[src/rtl/uart_tx_param.sv]
`default_nettype none
// ============================================================================
// Module   : uart_tx_param
// Brief    : Parameterised UART transmitter with a one-word holding buffer
//            and per-word parity selection.
// Revision : 1.0
// ============================================================================
module uart_tx_param #(
    parameter int DATA_WIDTH   = 8,
    parameter int CLKS_PER_BIT = 16,
    parameter int STOP_BITS    = 1
) (
    input  logic                  clk,
    input  logic                  rst,
    input  logic [DATA_WIDTH-1:0] P_DATA,
    input  logic                  DATA_VALID,
    output logic                  DATA_READY,
    input  logic                  PAR_EN,
    input  logic                  PAR_TYP,
    output logic                  TX_OUT,
    output logic                  Busy
);

    localparam int c_cnt_w = $clog2(CLKS_PER_BIT);
    localparam int c_idx_w = $clog2(DATA_WIDTH);
    localparam logic [c_cnt_w-1:0] c_cnt_last  = c_cnt_w'(CLKS_PER_BIT - 1);
    localparam logic [c_idx_w-1:0] c_data_last = c_idx_w'(DATA_WIDTH - 1);
    localparam logic [c_idx_w-1:0] c_stop_last = c_idx_w'(STOP_BITS - 1);

    typedef enum logic [2:0] {
        S_IDLE   = 3'd0,
        S_START  = 3'd1,
        S_DATA   = 3'd2,
        S_PARITY = 3'd3,
        S_STOP   = 3'd4
    } state_t;

    state_t                 r_state;
    logic [c_cnt_w-1:0]     r_cnt;
    logic [c_idx_w-1:0]     r_idx;
    logic [DATA_WIDTH-1:0]  r_shift;
    logic                   r_par_en;
    logic                   r_par_bit;
    logic                   r_tx;
    logic                   r_busy;

    logic [DATA_WIDTH-1:0]  r_buf_data;
    logic                   r_buf_par_en;
    logic                   r_buf_par_typ;
    logic                   r_buf_full;
    logic                   r_ready;

    logic                   w_bit_end;
    logic                   w_frame_end;
    logic                   w_load;
    logic                   w_accept;

    assign w_bit_end   = (r_cnt == c_cnt_last);
    assign w_frame_end = (r_state == S_STOP) && w_bit_end && (r_idx == c_stop_last);
    // Buffer drains into the shifter from IDLE or straight out of the last stop bit.
    assign w_load      = r_buf_full && ((r_state == S_IDLE) || w_frame_end);
    assign w_accept    = DATA_VALID && r_ready && !w_load;

    assign DATA_READY  = r_ready;
    assign TX_OUT      = r_tx;
    assign Busy        = r_busy;

    always_ff @(posedge clk or posedge rst) begin
        if (rst) begin
            r_buf_data    <= '0;
            r_buf_par_en  <= 1'b0;
            r_buf_par_typ <= 1'b0;
            r_buf_full    <= 1'b0;
            r_ready       <= 1'b1;
        end else if (w_load) begin
            r_buf_full    <= 1'b0;
            r_ready       <= 1'b1;
        end else if (w_accept) begin
            r_buf_data    <= P_DATA;
            r_buf_par_en  <= PAR_EN;
            r_buf_par_typ <= PAR_TYP;
            r_buf_full    <= 1'b1;
            r_ready       <= 1'b0;
        end
    end

    always_ff @(posedge clk or posedge rst) begin
        if (rst) begin
            r_state   <= S_IDLE;
            r_cnt     <= '0;
            r_idx     <= '0;
            r_shift   <= '0;
            r_par_en  <= 1'b0;
            r_par_bit <= 1'b0;
            r_tx      <= 1'b1;
            r_busy    <= 1'b0;
        end else if (w_load) begin
            r_state   <= S_START;
            r_cnt     <= '0;
            r_idx     <= '0;
            r_shift   <= r_buf_data;
            r_par_en  <= r_buf_par_en;
            r_par_bit <= (^r_buf_data) ^ r_buf_par_typ;
            r_tx      <= 1'b0;
            r_busy    <= 1'b1;
        end else if (r_state == S_IDLE) begin
            r_cnt     <= '0;
            r_idx     <= '0;
            r_tx      <= 1'b1;
            r_busy    <= 1'b0;
        end else begin
            r_cnt <= w_bit_end ? '0 : r_cnt + 1'b1;
            if (w_bit_end) begin
                case (r_state)
                    S_START: begin
                        r_state <= S_DATA;
                        r_idx   <= '0;
                        r_tx    <= r_shift[0];
                    end
                    S_DATA: begin
                        if (r_idx == c_data_last) begin
                            r_idx <= '0;
                            if (r_par_en) begin
                                r_state <= S_PARITY;
                                r_tx    <= r_par_bit;
                            end else begin
                                r_state <= S_STOP;
                                r_tx    <= 1'b1;
                            end
                        end else begin
                            r_idx   <= r_idx + 1'b1;
                            r_shift <= r_shift >> 1;
                            r_tx    <= r_shift[1];
                        end
                    end
                    S_PARITY: begin
                        r_state <= S_STOP;
                        r_idx   <= '0;
                        r_tx    <= 1'b1;
                    end
                    S_STOP: begin
                        if (r_idx == c_stop_last) begin
                            r_state <= S_IDLE;
                            r_idx   <= '0;
                            r_busy  <= 1'b0;
                        end else begin
                            r_idx   <= r_idx + 1'b1;
                        end
                        r_tx <= 1'b1;
                    end
                    default: begin
                        r_state <= S_IDLE;
                        r_tx    <= 1'b1;
                        r_busy  <= 1'b0;
                    end
                endcase
            end
        end
    end

endmodule
`default_nettype wire

[config.mk]
export PLATFORM = sky130hd
export DESIGN_NAME = uart_tx_param
export DESIGN_NICKNAME = d
export VERILOG_FILES = /design/src/rtl/uart_tx_param.sv
export SDC_FILE = /design/constraint.sdc
export NUM_CORES = 1
export LEC_CHECK = 0
export CAP_MARGIN = 20
export CORE_MARGIN = 2
export CORE_UTILIZATION = 50
export DETAILED_ROUTE_END_ITERATION = 10
export PLACE_DENSITY = 0.74
export SLEW_MARGIN = 10
export SYNTH_ARGS = -nofsm -noshare
export SYNTH_HDL_FRONTEND = slang
export SYNTH_SLANG_ARGS = --single-unit
[constraint.sdc]
create_clock -name clk -period 2.2 [get_ports clk]
set_input_delay 0.44 -clock clk [delete_from_list [all_inputs] [get_ports clk]]
set_output_delay 0.44 -clock clk [all_outputs]
set_load 0.05 [all_outputs]
After elaboration in Yosys (flattened, before gate mapping)
Index checks and enable logic that the tools add are counted.
- bits in registers: 34
- bits in latches: 0
- memory bits (writable): 0
- memory bits (read-only): 0
- input bits: 13
- memories: 0
- $add $sub $neg: 2
- multipliers: 0
- div/mod/pow operators: 0
- $lt $le $gt $ge: 0
- equal/unequal tests: 12
- shift operators: 0
- multiplexer cells: 36
- bitwise operators: 2
- reduce and logical (&&, ||, !) cells: 22
- operators by type and width (cell ; number):
    8-bit 2-to-1 mux ; 5
    3-bit 2-to-1 mux ; 11
    1-bit 2-to-1 mux ; 13
    4-bit 2-to-1 mux ; 3
    3-bit case mux with 4 select lines ; 1
    3-bit case mux with 3 select lines ; 1
    4-bit AND reduction ; 2
    8-bit XOR reduction ; 1
    3-bit by 2-bit == test with 1-bit output (second input constant) ; 2
    3-bit == test (second input constant) ; 2
    3-bit zero test ; 2
    2-bit nonzero test ; 3
    1-bit logical AND ; 5
    5-bit nonzero test ; 1
    4-bit by 1-bit adder with 4-bit output (second input constant) ; 1
    4-bit == test (second input constant) ; 1
    2-bit inequality test (second input constant) ; 2
    4-bit by 2-bit inequality test with 1-bit output (second input constant) ; 1
    1-bit case mux with 2 select lines ; 2
    2-bit AND reduction ; 2
    3-bit by 1-bit adder with 3-bit output (second input constant) ; 1
    3-bit by 1-bit == test with 1-bit output (second input constant) ; 1
    3-bit by 1-bit inequality test with 1-bit output (second input constant) ; 1
    3-bit by 2-bit inequality test with 1-bit output (second input constant) ; 1
    9 further kinds ; 9

Longest topological paths before layout
- word-level depth: 9
- mapped depth: 7
- mapped depth without buffers: 6

Worst setup path before layout
Ideal clock, no wire load.
- kind: flip-flop to flip-flop
- from: reg r_idx[0]
- to: reg r_shift[1]
- library setup time: 0.128 ns
- arrival time: 1.933 ns
- setup slack: 0.140 ns
- stages on the path, launching flop included: 6
- buffers on the path: 0
- clock period less this slack: 2.060 ns
- cells stage by stage: dfrtp_1 ha_1 ha_1 nor4_4 mux2_1 mux2_1
- longest elaborated chain between the ends: 6
- elaborated cells on any way between the ends: 11
- ends and longest elaborated chain (item ; line ; RTL):
    start: declaration ; 40 ; logic [c_idx_w-1:0] r_idx;
    start signal: assignment ; 131 ; r_idx <= r_idx + 1'b1;
    start signal: assignment ; 147 ; r_idx <= r_idx + 1'b1;
    3-bit zero test ; 59 ; assign w_frame_end = (r_state == S_STOP) && w_bit_end && (r_idx == c_stop_last);
    1-bit logical AND ; 59 ;
    1-bit logical OR ; 61 ; assign w_load = r_buf_full && ((r_state == S_IDLE) || w_frame_end);
    1-bit logical AND ; 61 ;
    2-bit inequality test (no source line) or 2-bit nonzero test (tied branches) ; n/a ;
    4-bit AND reduction (no source line) ; n/a ;
    end signal: assignment ; 101 ; r_shift <= r_buf_data;
    end signal: assignment ; 132 ; r_shift <= r_shift >> 1;
    end: declaration ; 41 ; logic [DATA_WIDTH-1:0] r_shift;
Parallel ways exist; a longest one is shown, timed or not.
A chain may end at the register's enable or synchronous reset.

Worst setup path after layout
- from: reg r_ready (netlist: DATA_READY)
- to: out DATA_READY
- RTL lines (item ; line ; RTL):
    start: declaration ; 51 ; logic r_ready;
    start signal: assignment ; 74 ; r_ready <= 1'b1;
    start signal: assignment ; 77 ; r_ready <= 1'b1;
    start signal: assignment ; 83 ; r_ready <= 1'b0;
    end: declaration ; 17 ; output logic DATA_READY,
No word-level cell between the ends.

==> summary.md <==
| Metric | Value |
|---|---|
| Final ANT Viol Nets | `0` |
| Clock transition at path regs | `roughly 0.10 ns` |
| Initial antenna violation count | `0` |
| Syn_nets | `between 150 and 200` |
| Max-cap violations | `0` |
| Fin crit share | `between 90 and 100%` |
| Hold buffers post-CTS | `0` |
| Arrival time at the worst endpoint | `approximately 1.7 ns` |
| 1st-iter DRT viols | `32` |
| Largest net degree at the start of global routing | `23` |
| Yosys cell types | `40` |
| Clock buffer depth | `2` |
| Skew-Pair Late Insertion Delay | `around 0.34 ns` |
| RD Place Congestion | `about 0.94` |
| Grt total ovfl | `0` |
| Via/cell ratio | `approximately 5.5` |
| Final hold violation count | `0` |
| Slowest CP cell | `clkdlybuf4s50_1` |
| Maximum clock frequency | `approximately 470 MHz` |
| Max VDD drop | `roughly 930 uV` |
| Delay-heaviest family, CP | `buffers and inverters` |
| Slew @ Worst Pin | `0.541 ns` |
| RSZ-0062 raised after global routing | `false` |
| Critical Path End Type | `primary output` |
| Clk root buf | `clkbuf_4` |
| Initial Util | `between 50% and 60%` |
| Layout cells sized above 1 | `roughly 18%` |
| Core Area | `between 3000 and 4000 um^2` |
| Full die area | `just under 4000 um^2` |
| Clock period minus worst slack | `between 2 and 2.5 ns` |
| Fin util | `between 60% and 70%` |
| N_diodes | `0` |
| Final WL | `3.25 mm` |
| Height of the die | `around 63 um` |
| WP data required | `between 1.5 and 2 ns` |
| Setup TNS | `0 ns` |
| Setup WS post-layout | `slightly below 0.08 ns` |
| First-pass iteration count of the detailed router | `4` |
| CTS sink count | `34` |
| Num ports | `16` |
| CTS tree | `yes` |
| Layout Skew | `roughly 0.015 ns` |
| CP Class | `reg2out` |
| Gate Count Post-Synth | `148` |
| Number of H-tree levels | `2` |
| Crit start category | `flop` |
| DPL Wire Length | `roughly 2.5 mm` |
| Hold WC Path Type | `in2async` |
| Die W | `roughly 63 um` |
| Power per cell area | `around 1400 nW/um^2` |
| Average wire per cell in the routed design | `14.8 um` |
| Vias in the first global route | `approximately 1200` |
| Worst path bufs/invs | `1` |
| PortBufs | `15` |
| First-pass GRT wire length | `between 5 and 6 mm` |
| Setup WS pre-CTS | `0.280 ns` |
| # DRC | `0` |
| Status | `finished, final reports clean` |
| LEAKAGE | `between 0.8 and 0.9 nW` |
| Nets | `189` |
| Crit-path max cell delay | `approximately 0.8 ns` |
| Yosys warns | `0` |
| Gr usage total | `19.2%` |
| Sequential element share of the synthesized area | `between 40% and 50%` |
| Final setup viols | `0` |
| Post-CTS Setup Inserts | `0` |
| CTS resizes | `0` |
| Cell Rows | `21` |
| CTS Buf Count | `5` |
| Worst-path fanout max | `3` |
| Synthesized area | `around 1700 um^2` |
| Relative slew slack | `between 60% and 70%` |
| Synthesized area per cell | `roughly 12 um^2` |
| Cell Chain, Critical Path | `clkdlybuf4s50_1` |
| Fin. max-slew vios | `0` |
| Yosys reg bits | `34` |
| Via count | `between 1000 and 1500` |
| Area delta synth->final | `17.1%` |
==> per-layer routing <==
| layer | vias up | global-route usage, % | part of all wire, % |
|---|---|---|---|
| met5 | - | 0 | 0 |
| met4 | 0 | 8.89 | 1.8 |
| met3 | 5 | 6.49 | 4.4 |
| met2 | 35 | 29.5 | 47 |
| met1 | 578 | 24.3 | 47 |
| li1 | 580 | - | - |
==> cell families after synthesis <==
logic type | share of synthesized area [%]
flops | 49.1
buf+inv | 2.88
compound gates | 11.1
mux | 15.2
simple gates | 13.0
fa+ha+maj | 3.45
xor+xnor | 5.32
==> path summary, 6_finish.rpt <==
path | from | end | slack, ns | depth (start not counted)
min in group clk | r_cnt[0]$_DFF_PP0_ | r_cnt[0]$_DFF_PP0_ | 0.48 | 1
min | rst | r_buf_full$_DFFE_PP0P_ | 0.43 | 2
max | DATA_READY$_DFFE_PP1P_ | DATA_READY | 0.08 | 1
max reg2reg | r_idx[1]$_DFFE_PP0P_ | r_shift[1]$_DFFE_PP0P_ | 0.29 | 5
max in group asynchronous | rst | r_shift[7]$_DFFE_PP0P_ | 1.26 | 3
min reg2reg | r_cnt[0]$_DFF_PP0_ | r_cnt[0]$_DFF_PP0_ | 0.48 | 1
==> report_power, final <==
part           total (mW)  switching [mW]  internal (mW)
clock               0.329           0.208          0.122
sequential           1.18           0.267          0.912
combinational        1.38           0.673          0.711
==> registers in the layout, indices dropped and copies added, names as in the netlist, 3 cells and up <==
signal	cells
r_buf_data	8
r_idx	3
r_cnt	4
r_shift	8
r_state	3
==> cells in the final DEF (no fill, tap or decap), drive strengths merged, types with 2 or more instances in the layout <==
cell type,Yosys,final
dfrtp,32,32
mux2,19,19
clkdlybuf4s50,0,15
a21oi,9,9
o21ai,8,8
nor3,7,7
inv,7,7
nand3,6,6
clkbuf,0,6
buf,4,6
nor2,5,5
mux2i,5,5
xnor2,5,5
nand2,4,4
ha,4,4
or3,3,3
xor2,3,3
clkinv,1,3
dfstp,2,2
nand2b,2,2
and3,2,2
nor2b,2,2
o211ai,2,2
a22o,2,2
==> Yosys cell counts, drive strengths merged <==
library cell	number	area share (%)
a211oi	1	0.43
a21boi	1	0.43
a21oi	9	2.6
a22o	2	1.0
a2bb2oi	1	0.50
a31oi	1	1.2
and3	2	0.72
and3b	1	0.50
buf	4	1.2
clkinv	1	0.22
dfrtp	32	46
dfstp	2	3.0
ha	4	2.9
inv	7	1.5
maj3	1	0.58
mux2	19	12
mux2i	5	2.9
nand2	4	0.86
nand2b	2	0.72
nand3	6	2.4
nor2	5	1.1
nor2b	2	0.72
nor3	7	2.0
nor3b	1	0.43
nor4	1	1.2
nor4b	1	0.86
o2111ai	1	0.50
o211ai	2	0.86
o21ai	8	2.5
o2bb2ai	1	0.50
o32ai	1	0.50
or2	1	0.36
or3	3	1.1
xnor2	5	2.5
xnor3	1	1.3
xor2	3	1.5
==> cell type report <==
cell class,instances,area [um^2]
clock inverter,2,10.0
fill,292,1300
inverter,8,30.0
clock buffer,6,41.3
sequential,34,853
multi-input combinational,102,836
tap,46,57.6
timing repair buffer,21,208
==> per-stage QoR <==
step | hold WS (ns) | power, mW | instances | instance area (um^2)
final | 0.434 | 2.89 | 219 | 2040
after global routing | 0.461 | 3.14 | 219 | 2040
after CTS | 0.437 | 2.92 | 219 | 2040
after detailed placement | 0.469 | 2.58 | 211 | 1980
after global placement | 0.458 | 2.51 | 211 | 1980
after floorplan | 0.433 | 2.20 | 148 | 1740
(Power assumes the default switching activity.)
